File: src/rtl/axis_rr_arbiter.sv
// Purpose : 2-input packet-level round-robin AXI-Stream arbiter feeding one sink.
// Latency : request seen in IDLE at N -> source tready at N+1 -> m00 tvalid at N+2.
// Backpr. : granted source tready = !m00_tvalid || m00_tready; the other source waits.
//
// Ports: m00_axis_aclk / m00_axis_areset (sync, active-high), arb_enable gates new grants;
//        s00/s01_axis_* are the two AXI-Stream sources; m00_axis_* is the registered output;
//        grant_id = owner of the current/most recent packet; busy = a packet is granted.
// Optional: define AXIS_RR_ARBITER_STATS_EN to add per-source packet counters
//           pkt_count0 / pkt_count1 (count accepted tlast beats, wrap at 2^32).
module axis_rr_arbiter #(
  parameter int DATA_SIZE = 32
) (
  input  logic                   m00_axis_aclk,
  input  logic                   m00_axis_areset,
  input  logic                   arb_enable,
  input  logic [DATA_SIZE-1:0]   s00_axis_tdata,
  input  logic [DATA_SIZE/8-1:0] s00_axis_tstrb,
  input  logic                   s00_axis_tvalid,
  input  logic                   s00_axis_tlast,
  output logic                   s00_axis_tready,
  input  logic [DATA_SIZE-1:0]   s01_axis_tdata,
  input  logic [DATA_SIZE/8-1:0] s01_axis_tstrb,
  input  logic                   s01_axis_tvalid,
  input  logic                   s01_axis_tlast,
  output logic                   s01_axis_tready,
  output logic [DATA_SIZE-1:0]   m00_axis_tdata,
  output logic [DATA_SIZE/8-1:0] m00_axis_tstrb,
  output logic                   m00_axis_tvalid,
  output logic                   m00_axis_tlast,
  input  logic                   m00_axis_tready,
  output logic                   grant_id,
  output logic                   busy
`ifdef AXIS_RR_ARBITER_STATS_EN
  ,
  output logic [31:0]            pkt_count0,
  output logic [31:0]            pkt_count1
`endif
);

  localparam int STRB_SIZE = DATA_SIZE / 8;

  typedef enum logic [1:0] {IDLE, GRANT0, GRANT1} state_t;

  state_t                 state_q, state_d;
  logic                   last_grant_q, last_grant_d;
  logic                   grant_id_q, grant_id_d;
  logic                   tvalid_q, tvalid_d;
  logic                   tlast_q, tlast_d;
  logic [DATA_SIZE-1:0]   tdata_q, tdata_d;
  logic [STRB_SIZE-1:0]   tstrb_q, tstrb_d;

  logic                   sel_src;
  logic                   sel_tvalid;
  logic                   sel_tlast;
  logic [DATA_SIZE-1:0]   sel_tdata;
  logic [STRB_SIZE-1:0]   sel_tstrb;
  logic                   out_free;
  logic                   accept;

`ifdef AXIS_RR_ARBITER_STATS_EN
  logic [31:0]            pkt_count0_q, pkt_count0_d;
  logic [31:0]            pkt_count1_q, pkt_count1_d;
`endif

  // Source mux follows the granted state; in IDLE the mux output is unused
  // because neither tready can be high.
  assign sel_src    = (state_q == GRANT1);
  assign sel_tvalid = sel_src ? s01_axis_tvalid : s00_axis_tvalid;
  assign sel_tlast  = sel_src ? s01_axis_tlast  : s00_axis_tlast;
  assign sel_tdata  = sel_src ? s01_axis_tdata  : s00_axis_tdata;
  assign sel_tstrb  = sel_src ? s01_axis_tstrb  : s00_axis_tstrb;

  // Output register can take a beat when empty or draining this cycle.
  assign out_free        = !tvalid_q || m00_axis_tready;
  assign s00_axis_tready = (state_q == GRANT0) && out_free;
  assign s01_axis_tready = (state_q == GRANT1) && out_free;
  assign accept          = sel_tvalid && (s00_axis_tready || s01_axis_tready);

  always_comb begin
    state_d      = state_q;
    last_grant_d = last_grant_q;
    grant_id_d   = grant_id_q;
    tvalid_d     = tvalid_q;
    tlast_d      = tlast_q;
    tdata_d      = tdata_q;
    tstrb_d      = tstrb_q;

    case (state_q)
      IDLE: begin
        if (arb_enable) begin
          // Source 0 wins when it is alone or when source 1 had the last packet.
          if (s00_axis_tvalid && (!s01_axis_tvalid || last_grant_q)) begin
            state_d    = GRANT0;
            grant_id_d = 1'b0;
          end else if (s01_axis_tvalid) begin
            state_d    = GRANT1;
            grant_id_d = 1'b1;
          end
        end
      end
      GRANT0, GRANT1: begin
        if (accept && sel_tlast) begin
          state_d      = IDLE;
          last_grant_d = sel_src;
        end
      end
      default: state_d = IDLE;
    endcase

    // Load wins over drain so a simultaneous drain+load keeps tvalid high.
    if (accept) begin
      tvalid_d = 1'b1;
      tlast_d  = sel_tlast;
      tdata_d  = sel_tdata;
      tstrb_d  = sel_tstrb;
    end else if (tvalid_q && m00_axis_tready) begin
      tvalid_d = 1'b0;
    end
  end

`ifdef AXIS_RR_ARBITER_STATS_EN
  always_comb begin
    pkt_count0_d = pkt_count0_q;
    pkt_count1_d = pkt_count1_q;
    if (accept && sel_tlast) begin
      if (sel_src) pkt_count1_d = pkt_count1_q + 32'd1;
      else         pkt_count0_d = pkt_count0_q + 32'd1;
    end
  end

  always_ff @(posedge m00_axis_aclk) begin
    if (m00_axis_areset) begin
      pkt_count0_q <= '0;
      pkt_count1_q <= '0;
    end else begin
      pkt_count0_q <= pkt_count0_d;
      pkt_count1_q <= pkt_count1_d;
    end
  end

  assign pkt_count0 = pkt_count0_q;
  assign pkt_count1 = pkt_count1_q;
`endif

  always_ff @(posedge m00_axis_aclk) begin
    if (m00_axis_areset) begin
      state_q      <= IDLE;
      last_grant_q <= 1'b1;
      grant_id_q   <= 1'b0;
      tvalid_q     <= 1'b0;
      tlast_q      <= 1'b0;
      tdata_q      <= '0;
      tstrb_q      <= '0;
    end else begin
      state_q      <= state_d;
      last_grant_q <= last_grant_d;
      grant_id_q   <= grant_id_d;
      tvalid_q     <= tvalid_d;
      tlast_q      <= tlast_d;
      tdata_q      <= tdata_d;
      tstrb_q      <= tstrb_d;
    end
  end

  assign m00_axis_tvalid = tvalid_q;
  assign m00_axis_tlast  = tlast_q;
  assign m00_axis_tdata  = tdata_q;
  assign m00_axis_tstrb  = tstrb_q;
  assign grant_id        = grant_id_q;
  assign busy            = (state_q != IDLE);

endmodule

File: config.mk
export PLATFORM = sky130hd
export DESIGN_NAME = axis_rr_arbiter
export DESIGN_NICKNAME = d
export VERILOG_FILES = /design/src/rtl/axis_rr_arbiter.sv
export SDC_FILE = /design/constraint.sdc
export NUM_CORES = 1
export LEC_CHECK = 0
export ABC_AREA = 1
export ABC_CLOCK_PERIOD_IN_PS = 2250
export BUFFER_PORTS_ARGS = -buffer_cell sky130_fd_sc_hd__buf_2
export CAP_MARGIN = 0
export CORE_MARGIN = 2
export CORE_UTILIZATION = 25
export CTS_CLUSTER_DIAMETER = 120
export DETAILED_ROUTE_END_ITERATION = 7
export PLACE_DENSITY = 0.54
export SKIP_LAST_GASP = 1
export SYNTH_ARGS = -nofsm -noshare
export SYNTH_HDL_FRONTEND = slang
export SYNTH_SLANG_ARGS = --single-unit
File: constraint.sdc
create_clock -name m00_axis_aclk -period 2.25 [get_ports m00_axis_aclk]
set_input_delay 0.225 -clock m00_axis_aclk [delete_from_list [all_inputs] [get_ports m00_axis_aclk]]
set_output_delay 0.225 -clock m00_axis_aclk [all_outputs]
set_load 0.01 [all_outputs]
==> run summary <==
The delay of the slowest critical-path stage was 370 ps; the fraction of layout cells with a size suffix above 1 was 41.85%. Power spread over the standard cell area amounts to 616.8 mW/mm². The kind of cell with the highest combined delay along the critical path is buffers and inverters.

For the post-synthesis instance area, the log shows 0.002103 mm². In this run the worst hold path is classified as input port to register. For the number of post-CTS setup repair buffers, the log shows 0. The cell sitting at the root of the clock tree is a sky130_fd_sc_hd__clkbuf_8. The final layout net count is 450, and the post-route clock skew is 11.49 ps.

The Yosys step of the flow raised 0 warnings. The repair_antennas step left the layout with diodes totalling 0. For the finished layout, the period the worst path requires is 1796 ps. The number of gates given a new drive strength after cts was 0.

The number of pins with negative max-slew slack in the final report came out at 0. At the end of routability-driven placement, the weighted congestion stood at 0.7363. The tools report the total power draw as 1.743 mW. The worst vdd rail ir drop is 214.6 µV. The setup total negative slack came out at 0 ps.

Of the synthesized area, sequential elements account for 39.98%. Walking the worst path, the cells encountered are inv_1 > ha_1 > inv_2 > nand2_1 > nand2_2 > nand2_4 > inv_6 > nand3_1 > o211a_1. Using the TritonRoute via totals, the vias-per-cell ratio works out to 4.408. Synthesis produced a netlist with a net count of 336. The worst pin sits at a relative slew slack of 57.25%. The post-detailed-route wirelength per cell is 10.85 µm, and the number of nets with antenna violations after routing is 0.

Relative to the synthesized area, the layout overhead comes to 34.38%. The number of clock buffers added by TritonCTS is 5. The global-route wire length before repair was 8038 µm; the number of buffers and inverters on the critical path was 3. The core area was 0.008175 mm². Cell count after synthesis: 253. The most common cell after layout, fill and taps aside is sky130_fd_sc_hd__buf_2.

Detailed placement finished with a half-perimeter wire length of 3725 µm. The tools report the final design utilization as 34.57%. In this run, synthesis produced a sequential element count of 42. The worst-skew pair later-pin latency was 290 ps.

The run gives 2440 ps as the required time of the critical path. In the finished design, the share of the clock period the worst path needs comes to 79.83%. 122 I/O pins were placed.

The type of the worst setup path was register to register. The post-CTS clock slew at the launch and capture registers of the worst setup and hold paths works out to 90 ps. Startpoint type of the worst setup path: a register.

For the count of H-tree levels built during CTS, the log shows 2. After the first detailed-routing iteration, the DRC count stood at 55. The number of I/O port buffers is 121, and the data arrival time of the worst path is 1980 ps. The number of placement rows came out at 33. The standard cell area after detailed placement is 0.002731 mm². The total overflow left after global routing is 0. The worst setup path is captured at a register.

For the combined global-route utilization of all metal layers, the log shows 10.88%. Average size of a mapped cell: 8.313 µm². Before antenna repair, the detailed router went through 4 iterations. The clock drives 42 sinks. In this run, post-CTS hold repair placed 0 buffers. The number of different library cells used by synthesis comes to 22. The post-route cell area came out at 0.002826 mm². Final routed DRC violation total: 0.

In the layout the commonest cells are 121 x sky130_fd_sc_hd__buf_2, 87 x sky130_fd_sc_hd__nand2_1, 42 x sky130_fd_sc_hd__dfxtp_1, 36 x sky130_fd_sc_hd__o211a_1, 27 x sky130_fd_sc_hd__nand3_1. The number of global-route vias before repair was 1,833. The die height works out to 95.72 µm. For the number of failing setup endpoints in the final timing report, the log shows 0. The routed layout has 2,085 vias. The maximum number of pins on one net before global-route repair was 73. Setup repair after global routing left no endpoint under its margin.

Library cell contributing the largest single delay on the critical path: sky130_fd_sc_hd__dfxtp_1. The run gives 0 as the count of maximum capacitance violations. The pin slew with the least headroom to its limit is 641.2 ps, and the initial cell density of the core is 25.73%.

For the leakage power total, the log shows 1.655 nW. The routed design has 5131 µm of wire. TritonCTS built the clock tree. Of all nets on the critical path, the largest fanout is 72.

The number of antenna violations at the first check in global routing is 0, and the total die area is 0.009162 mm². Number of endpoints with negative hold slack in the final report: 0. The flow ran to the end, and the final reports show no timing, DRC or antenna violations. Counting along the longest clock path gives a buffer depth of 2. The peak clock frequency supported by timing is 556.8 MHz, and the die width is 95.72 µm.
==> worst paths after layout <==
path / from / endpoint / slack, ps / depth (start not counted)
setup / recovery: state_q[0] / m00_axis_tstrb[2] / 450 / 9
hold / removal: m00_axis_areset / state_q[1] / 170 / 2
setup reg to reg: state_q[0] / m00_axis_tstrb[2] / 450 / 9
hold reg to reg: grant_id / grant_id / 470 / 2
==> metal layers <==
layer | up-vias | track usage (%) | part of all wire, %
li1 | 1082 | - | -
met1 | 917 | 13.48 | 46
met2 | 81 | 18.12 | 44
met3 | 5 | 3.367 | 9.4
met4 | 0 | 3.214 | 0.90
met5 | - | 0 | 0
==> stage by stage <==
step / worst slack (ps) / cells / hold WS, ps
3_5_place_dp: 442.7 / 465 / 460.2
5_1_grt: 231.5 / 473 / 172.1
2_1_floorplan: 829.1 / 253 / 294.1
3_3_place_gp: 503.7 / 465 / 456.5
4_1_cts: 430.9 / 473 / 158.4
6_report: 453.9 / 473 / 173.8
==> state kept, by name, indices dropped and copies added (netlist names) <==
name / cells
grant_id: 1
last_grant_q: 1
m00_axis_tdata: 32
m00_axis_tlast: 1
m00_axis_tstrb: 4
m00_axis_tvalid: 1
state_q: 2
==> cells in the mapped netlist <==
library cell	number	area [µm²]
sky130_fd_sc_hd__buf_6	8	90.09
sky130_fd_sc_hd__buf_4	1	7.510
sky130_fd_sc_hd__a211oi_1	1	7.510
sky130_fd_sc_hd__dfxtp_1	42	840.8
sky130_fd_sc_hd__a21oi_1	5	25.02
sky130_fd_sc_hd__or2_2	1	6.260
sky130_fd_sc_hd__buf_2	6	30.03
sky130_fd_sc_hd__nand4_1	1	6.260
sky130_fd_sc_hd__ha_1	3	37.54
sky130_fd_sc_hd__o21ai_0	1	5.000
sky130_fd_sc_hd__nor2_1	1	3.750
sky130_fd_sc_hd__nand2_1	87	326.6
sky130_fd_sc_hd__o21a_1	1	7.510
sky130_fd_sc_hd__clkbuf_1	3	11.26
sky130_fd_sc_hd__o211a_1	36	360.4
sky130_fd_sc_hd__inv_2	2	7.510
sky130_fd_sc_hd__inv_6	1	8.760
sky130_fd_sc_hd__nand3_1	27	135.1
sky130_fd_sc_hd__nand2_4	1	11.26
sky130_fd_sc_hd__inv_1	9	33.78
sky130_fd_sc_hd__nand3_2	11	110.1
sky130_fd_sc_hd__nand2_2	5	31.28
==> area by class of cell <==
cell class              instances  area [µm²]
repair buffers                125       635.6
well taps                     105       131.4
inverters                      12       50.05
multi-input cells             181        1074
fillers                       863        5349
clock inverters                 2       12.51
clock buffers                   6       82.58
flip-flops and latches         42       840.8
==> cell families (layout without fill, tap and decap cells) <==
group / count (synthesis) / count (layout) / synth area share (%)
adders and majority gates: 3 / 3 / 1.785
and+or+nand+nor: 134 / 134 / 29.98
buffers and inverters: 30 / 145 / 8.983
DFF: 42 / 42 / 39.98
AOI/OAI and AO/OA: 44 / 44 / 19.27
==> power breakdown <==
group	switching, mW	internal, mW	total, mW	leakage [nW]
sequential	0.0302	0.805	0.835	0.342
combinational	0.218	0.180	0.399	1.27
clock	0.263	0.247	0.510	0.0472
total	0.512	1.23	1.74	1.66
No activity file was read; power rests on OpenSTA's default activity.
